[src/rtl/video_stream_gen.sv]
// video_stream_gen: raster timing and test-pattern source; VSTREAM_FRAME_CNT_EN adds the vout_frame_cnt output
module video_stream_gen #(
    parameter int   H_SYNC  = 40,
    parameter int   H_BACK  = 220,
    parameter int   H_DISP  = 1280,
    parameter int   H_FRONT = 110,
    parameter int   V_SYNC  = 5,
    parameter int   V_BACK  = 20,
    parameter int   V_DISP  = 720,
    parameter int   V_FRONT = 5,
    parameter int   CH      = 3,
    parameter int   DW      = 8,
    parameter logic HS_POL  = 1'b1,
    parameter logic VS_POL  = 1'b1
) (
    input  logic             clk,
    input  logic             rst_n,
    input  logic             vout_begin,
    input  logic             vout_cont,
    input  logic             vout_stop,
    input  logic [1:0]       pat_sel,
    output logic             vout_vsync,
    output logic             vout_hsync,
    output logic             vout_valid,
    output logic [CH*DW-1:0] vout_dat,
    output logic             vout_done,
    output logic             vout_busy,
    output logic [15:0]      vout_xres,
    output logic [15:0]      vout_yres
`ifdef VSTREAM_FRAME_CNT_EN
    ,
    output logic [15:0]      vout_frame_cnt
`endif
);
    localparam int          XW       = DW > 5 ? DW : 5;
    localparam logic [15:0] H_LAST   = 16'(H_SYNC + H_BACK + H_DISP + H_FRONT - 1);
    localparam logic [15:0] V_LAST   = 16'(V_SYNC + V_BACK + V_DISP + V_FRONT - 1);
    localparam logic [15:0] H_A0     = 16'(H_SYNC + H_BACK);
    localparam logic [15:0] H_A1     = 16'(H_SYNC + H_BACK + H_DISP);
    localparam logic [15:0] V_A0     = 16'(V_SYNC + V_BACK);
    localparam logic [15:0] V_A1     = 16'(V_SYNC + V_BACK + V_DISP);
    localparam logic [15:0] H_S      = 16'(H_SYNC);
    localparam logic [15:0] V_S      = 16'(V_SYNC);
    localparam logic [15:0] BAR_LAST = 16'(H_DISP / 8 - 1);

    typedef enum logic {IDLE, RUN} state_t;

    state_t           state, state_nxt;
    logic [15:0]      col, row, col_nxt, row_nxt, bar_cnt;
    logic [2:0]       bar;
    logic [1:0]       pat_q, pat_cur;
    logic [XW-1:0]    x, y;
    logic [CH*DW-1:0] px;
    logic             begin_q, start, run, h_end, last, active;

    assign vout_xres = 16'(H_DISP);
    assign vout_yres = 16'(V_DISP);
    assign vout_busy = run;
    assign run       = state == RUN;
    assign start     = vout_begin & ~begin_q;
    assign h_end     = col == H_LAST;
    assign last      = h_end && row == V_LAST;
    assign active    = run && col >= H_A0 && col < H_A1 && row >= V_A0 && row < V_A1;
    assign x         = XW'(col - H_A0);
    assign y         = XW'(row - V_A0);
    assign pat_cur   = (col == 16'd0 && row == 16'd0) ? pat_sel : pat_q;

    always_comb begin
        state_nxt = run ? ((last && !(vout_cont && !vout_stop)) ? IDLE : RUN) : (start ? RUN : IDLE);
        col_nxt   = (run && !h_end) ? col + 16'd1 : 16'd0;
        row_nxt   = !run ? 16'd0 : h_end ? (row == V_LAST ? 16'd0 : row + 16'd1) : row;
    end

    // bar bit (c mod 3) of 7-b is the inverted bit of b
    always_comb begin
        px = '0;
        for (int c = 0; c < CH; c++)
            px[c*DW +: DW] = pat_cur == 2'd0 ? x[DW-1:0] : pat_cur == 2'd1 ? y[DW-1:0] :
                             {DW{pat_cur == 2'd2 ? ~bar[c % 3] : x[4] ^ y[4]}};
    end

    always_ff @(posedge clk or negedge rst_n) begin
        if (!rst_n) begin
            state      <= IDLE;
            col        <= '0;
            row        <= '0;
            begin_q    <= 1'b0;
            pat_q      <= '0;
            bar        <= '0;
            bar_cnt    <= '0;
            vout_hsync <= ~HS_POL;
            vout_vsync <= ~VS_POL;
            vout_valid <= 1'b0;
            vout_dat   <= '0;
            vout_done  <= 1'b0;
        end else begin
            state      <= state_nxt;
            col        <= col_nxt;
            row        <= row_nxt;
            begin_q    <= vout_begin;
            pat_q      <= pat_cur;
            bar_cnt    <= (active && bar_cnt != BAR_LAST) ? bar_cnt + 16'd1 : 16'd0;
            bar        <= !active ? 3'd0 : bar_cnt == BAR_LAST ? bar + 3'd1 : bar;
            vout_hsync <= (run && col < H_S) ? HS_POL : ~HS_POL;
            vout_vsync <= (run && row < V_S) ? VS_POL : ~VS_POL;
            vout_valid <= active;
            vout_dat   <= active ? px : '0;
            vout_done  <= run && last;
        end
    end

`ifdef VSTREAM_FRAME_CNT_EN
    always_ff @(posedge clk or negedge rst_n) begin
        if (!rst_n)
            vout_frame_cnt <= '0;
        else
            vout_frame_cnt <= (!run && start) ? 16'd0 : (run && last) ? vout_frame_cnt + 16'd1 : vout_frame_cnt;
    end
`endif
endmodule

[config.mk]
export PLATFORM = sky130hd
export DESIGN_NAME = video_stream_gen
export DESIGN_NICKNAME = d
export VERILOG_FILES = /design/src/rtl/video_stream_gen.sv
export SDC_FILE = /design/constraint.sdc
export NUM_CORES = 1
export LEC_CHECK = 0
export CAP_MARGIN = 20
export CORE_ASPECT_RATIO = 1.2
export CORE_MARGIN = 4
export CORE_UTILIZATION = 40
export CTS_CLUSTER_SIZE = 40
export DETAILED_ROUTE_END_ITERATION = 10
export PLACE_DENSITY = 0.6
export SLEW_MARGIN = 40
export SYNTH_ARGS = -nofsm -noshare
export SYNTH_HDL_FRONTEND = slang
export SYNTH_SLANG_ARGS = --single-unit
[constraint.sdc]
create_clock -name clk -period 3.23 [get_ports clk]
set_clock_uncertainty 0.1 [all_clocks]
set_input_delay 0.323 -clock clk [delete_from_list [all_inputs] [get_ports clk]]
set_output_delay 0.323 -clock clk [all_outputs]
set_load 0.01 [all_outputs]
* Word level (Yosys, flattened, before mapping)
Index checks and enable logic that the tools add are counted.
** Operators by class
- Add/subtract/negate cells :: 6
- $lt $le $gt $ge :: 6
- Equal/unequal tests :: 8
- Muxes and demuxes :: 23
- Bitwise gates (word level) :: 6
- Reductions and logical operators :: 19
** Operator list (count)
- 16-bit two-way mux :: 5
- 16-bit by 1-bit adder with 16-bit output (second input constant) :: 3
- 8-bit two-way mux :: 6
- 16-bit logical NOT :: 2
- 24-bit two-way mux :: 1
- 16-bit by 10-bit equality test with 1-bit output (second input constant) :: 1
- 16-bit by 11-bit equality test with 1-bit output (second input constant) :: 1
- 16-bit by 8-bit equality test with 1-bit output (second input constant) :: 1
- 16-bit by 5-bit greater-or-equal comparator with 1-bit output (second input constant) :: 1
- 16-bit by 9-bit greater-or-equal comparator with 1-bit output (second input constant) :: 1
- 16-bit by 10-bit < comparator with 1-bit output (second input constant) :: 1
- 16-bit by 11-bit < comparator with 1-bit output (second input constant) :: 1
- 16-bit by 3-bit < comparator with 1-bit output (second input constant) :: 1
- 16-bit by 6-bit < comparator with 1-bit output (second input constant) :: 1
- 16-bit by 8-bit != test with 1-bit output (second input constant) :: 1
- 1-bit logical AND :: 13
- 1-bit two-way mux :: 8
- 8-bit by 3-bit subtractor with 8-bit output (second input constant) :: 1
- 8-bit by 5-bit subtractor with 8-bit output (second input constant) :: 1
- 3-bit two-way mux :: 2
- 2-bit by 1-bit != test with 1-bit output (second input constant) :: 2
- 1-bit inverter :: 4
- 3-bit by 1-bit adder with 3-bit output (second input constant) :: 1
- 1-bit logical NOT :: 3
- other kinds (6) :: 6
** Word-level totals
- Flip-flop bits (word level) :: 83
- Bits of input ports :: 7
- Word-level logic and storage cells :: 80

* Depth between registers and ports, before layout
- Word-level depth :: 8
- Gate-level depth with buffers :: 10
- Depth with buffers taken out :: 8

* Worst setup path before layout
OpenSTA, ideal clock, no wires.
- Path type :: register to register
- Start :: register col[3]
- End :: register vout_dat[11]
- Arrival :: 2.707 ns
- Path slack :: 0.287 ns
- Cell stages (with the launch flop) :: 10
- Buffers on the path :: 1
- Clock period less this slack :: 2.943 ns
- Cells stage by stage :: dfrtp_1 > inv_1 > ha_1 > or3b_2 > or4_4 > or4_1 > buf_2 > mux2_4 > nand2b_1 > a21oi_1
** Between the ends
- Cells in the longest elaborated chain, start to end :: 8
- Elaborated cells on any way between the ends :: 18
- Those cells by class :: add/sub (1); order compare (2); eq/ne (2); mux (5); bitwise (1); reduce/logical (7)
** RTL lines
- start, declared :: line 49 : logic [15:0] col, row, col_nxt, row_nxt, bar_cnt;
- start signal, assigned :: line 98 : col <= col_nxt;
- parallel branches: the longest is 7 deep, another holds 8-bit by 3-bit subtractor with 8-bit output
- 24-bit two-way mux (*) :: line 107 : vout_dat <= active ? px : '0;
- end signal, assigned :: line 107
- end, declared :: line 25 : output logic [CH*DW-1:0] vout_dat,
Mark *: on every way between the ends.
A chain may end at the register's enable or synchronous reset.

* Worst setup path in the final report
- Start :: register col[2]
- End :: register vout_dat[14]
Same word-level chain as after synthesis.

==> results.toml <==
[cts]
cts_max_level = 3
cts_buffers = 9
path_clk_slew_ns = 0.06
cts-root-buf = "clkbuf_16"
clk_latency_ns = 0.34
cts_num_sinks = 83
cts_buffer_depth = 2
cts_tree = "yes"

[synth]
ys_top_cells_by_count = "83 x dfrtp_1, 47 x nor2_1, 46 x nand2_1, 45 x a21oi_1, 41 x nand3_1"
syn_inst = 535
yosys.area.top_type = "dfrtp_1"
avgSynthCellArea_um2 = 8.97
synth_edf_count = 0
synth.yosys.warnings = 0
ys_seq_area_frac = 0.433
synth_ff_type = "dfrtp_1"
ys_types = 58
synth_area_leaders = "dfrtp_1 43%, buf_4 5.0%, a21oi_1 4.7%, nand3_1 4.3%, nor2_1 3.7%"
yosysTopAreaCellShare = 0.433
ys_ff_latch = 83
ys_async_sr_fraction = 1.00
yosysMostFrequentCell = "dfrtp_1"
syn_area_mm2 = 0.00480

[global_route]
grt_max_degree = 84
grt_antenna_before_repair = 0
grt_overflow_total = 0
grt_usage = 0.164
grt_pass1_wl_um = 18000
grt_pass1_vias = 3609

[final_layout]
layout-drive-gt1-share = 0.0867
instances_no_fill = 734
fillers = 1138
area_growth_pct = 14.8
n_antenna_cell = 0
final_nets = 592

[worst_setup_path]
start_kind = "flop"
crit_fanout = 8
arrival_ns = 3.15
ff2ff_setup_slack_ns = 0.19
worstSetupEndpointType = "flop"
path_class = "flop to flop"
required_ns = 3.35

[detailed_routing]
wl_um = 10800
drc_errors = 0
dr.first_iter.drc_count = 145
firstDrtPassIters = 4
via_count = 3792
wl_per_cell_um = 14.7
via_per_inst = 5.17
ant_nets = 0

[timing]
maxSlewHeadroom = 0.561
finalMaxSlewViolations = 0
max_freq_ghz = 0.329
holdWs_ns = 0.346
setup_violations = 0
fin_setup_tns_ns = 0
final_hold_viol_count = 0
post-route-period-util = 0.940
worst_pin_slew_ns = 0.653
grt_setup_unrepaired = "no"
setup_slack_ns = 0.194
layout_min_cycle_time_ns = 3.04

[floorplanning]
start_util = 0.411
dieWidth_um = 108
rows = 43
ios = 68
fp.coreArea_mm2 = 0.0117
die-area_mm2 = 0.0138
die_h_um = 128

[power]
p_int_mw = 2.00
p_leak_nw = 2.46
p_comb_frac = 0.313
p_per_area_mw_per_mm2 = 558
p_seq_frac = 0.377
switchingPower_mw = 1.08
power.total_mw = 3.08
vdd_drop_max_v = 0.000296
sw_frac_of_total = 0.350
clock_power_share = 0.310

[placed_design]
preCtsSetupSlack_ns = 0.0745
io_buffers = 35
dpl.hpwl_um = 7810
place_congestion = 0.867
place_inst = 717

[status]
status = "finished, final reports clean"

[hold_path]
hold_path.class = "input pin to flop"

[flow_run]
max_cap_viol_count = 0
==> metal layers <==
metal	global-route usage	vias up	wire length, µm
li1	-	1866	-
met4	0.0684	0	256
met5	0	-	0
met3	0.0327	20	556
met1	0.218	1809	4700
met2	0.261	97	5310
==> cells in the final DEF, fill, tap and decap left out, types with 3 or more instances in the layout <==
master,synthesis,routed
nand2_1,46,46
a211oi_1,3,3
inv_1,18,18
or3_1,6,6
nand2b_1,6,6
or4_1,5,4
and3_1,12,12
and4_1,3,3
ha_1,13,13
conb_1,2,32
and2_1,6,6
xor2_1,20,20
nor4_1,7,6
xnor2_1,15,15
o21a_1,4,4
buf_4,32,16
dfrtp_1,83,83
a21oi_1,45,45
o21ai_2,1,3
o21ai_1,5,3
nand3b_1,3,3
a21boi_0,3,3
nor2_1,47,47
o21ai_0,25,25
or4_4,2,3
nand3_1,41,41
nor2b_1,7,7
mux2i_1,3,3
nand4_1,5,5
clkbuf_16,0,9
clkdlybuf4s50_1,0,34
nor3_1,14,14
or3b_2,3,3
==> final timing paths <==
kind,from,end,cells after the start
max,col[2],vout_dat[14],8
max reg2reg,col[2],vout_dat[14],8
max in group asynchronous,rst_n,bar_cnt[0],2
min,vout_begin,begin_q,1
min in group asynchronous,rst_n,bar[2],2
min reg2reg,bar_cnt[0],bar_cnt[0],1
==> cell families after synthesis <==
| group | count (synthesis) | synth area share |
|---|---|---|
| compound gates | 103 | 0.125 |
| xor+xnor | 36 | 0.0686 |
| fa+ha+maj | 13 | 0.0339 |
| buf+inv | 74 | 0.0952 |
| flops | 83 | 0.433 |
| mux | 4 | 0.00938 |
| other cells | 2 | 0.00156 |
| simple gates | 220 | 0.234 |
==> power groups by stage <==
stage          Sequential [mW]  Clock [mW]  Combinational [mW]
2_1_floorplan             1.17           0               0.724
3_3_place_gp              1.18           0               0.931
3_5_place_dp              1.18           0               0.938
4_1_cts                   1.16       0.976               0.946
5_1_grt                   1.17        1.01                1.09
6_report                  1.16       0.954               0.962
==> critical path: stages (launching register included) <==
cell and delay [ns]:
dfrtp_1 0.38, inv_1 0.13, ha_1 0.17, or3b_2 0.46, or4_4 0.56, or4_4 0.51, mux2_4 0.38, nand2_1 0.13
a21oi_1 0.09
==> state kept, by name, summed over array words and instances, names as in the netlist <==
name        flops
vout_busy       1
vout_done       1
bar_cnt        16
bar             3
vout_dat       24
row            16
vout_hsync      1
vout_vsync      1
begin_q         1
vout_valid      1
pat_q           2
col            16
==> final cells by class <==
cell class / count / area, µm² / share of cell area
sequential: 83 / 2080 / 0.377
timing repair buffer: 52 / 484 / 0.0879
clock inverter: 7 / 51.3 / 0.00931
tap: 157 / 196 / 0.0356
clock buffer: 9 / 225 / 0.0409
inverter: 18 / 67.6 / 0.0123
multi-input combinational: 408 / 2410 / 0.437
==> through the flow <==
step | utilization | cell area [µm²]
after floorplan | - | 4910
after global placement | 0.445 | 5190
after detailed placement | 0.445 | 5200
after CTS | 0.470 | 5480
after global routing | 0.472 | 5510
final | 0.472 | 5510
==> timing repair <==
| item | CTS | global route |
|---|---|---|
| hold endpoints to repair | 83 | 0 |
| endpoints found under the setup margin | 0 | 18 |
| hold buffers | 1 | 0 |
| gates resized for setup | 0 | 4 |
| setup buffers | 0 | 0 |
Note: power is estimated with default switching activity, not from simulation.
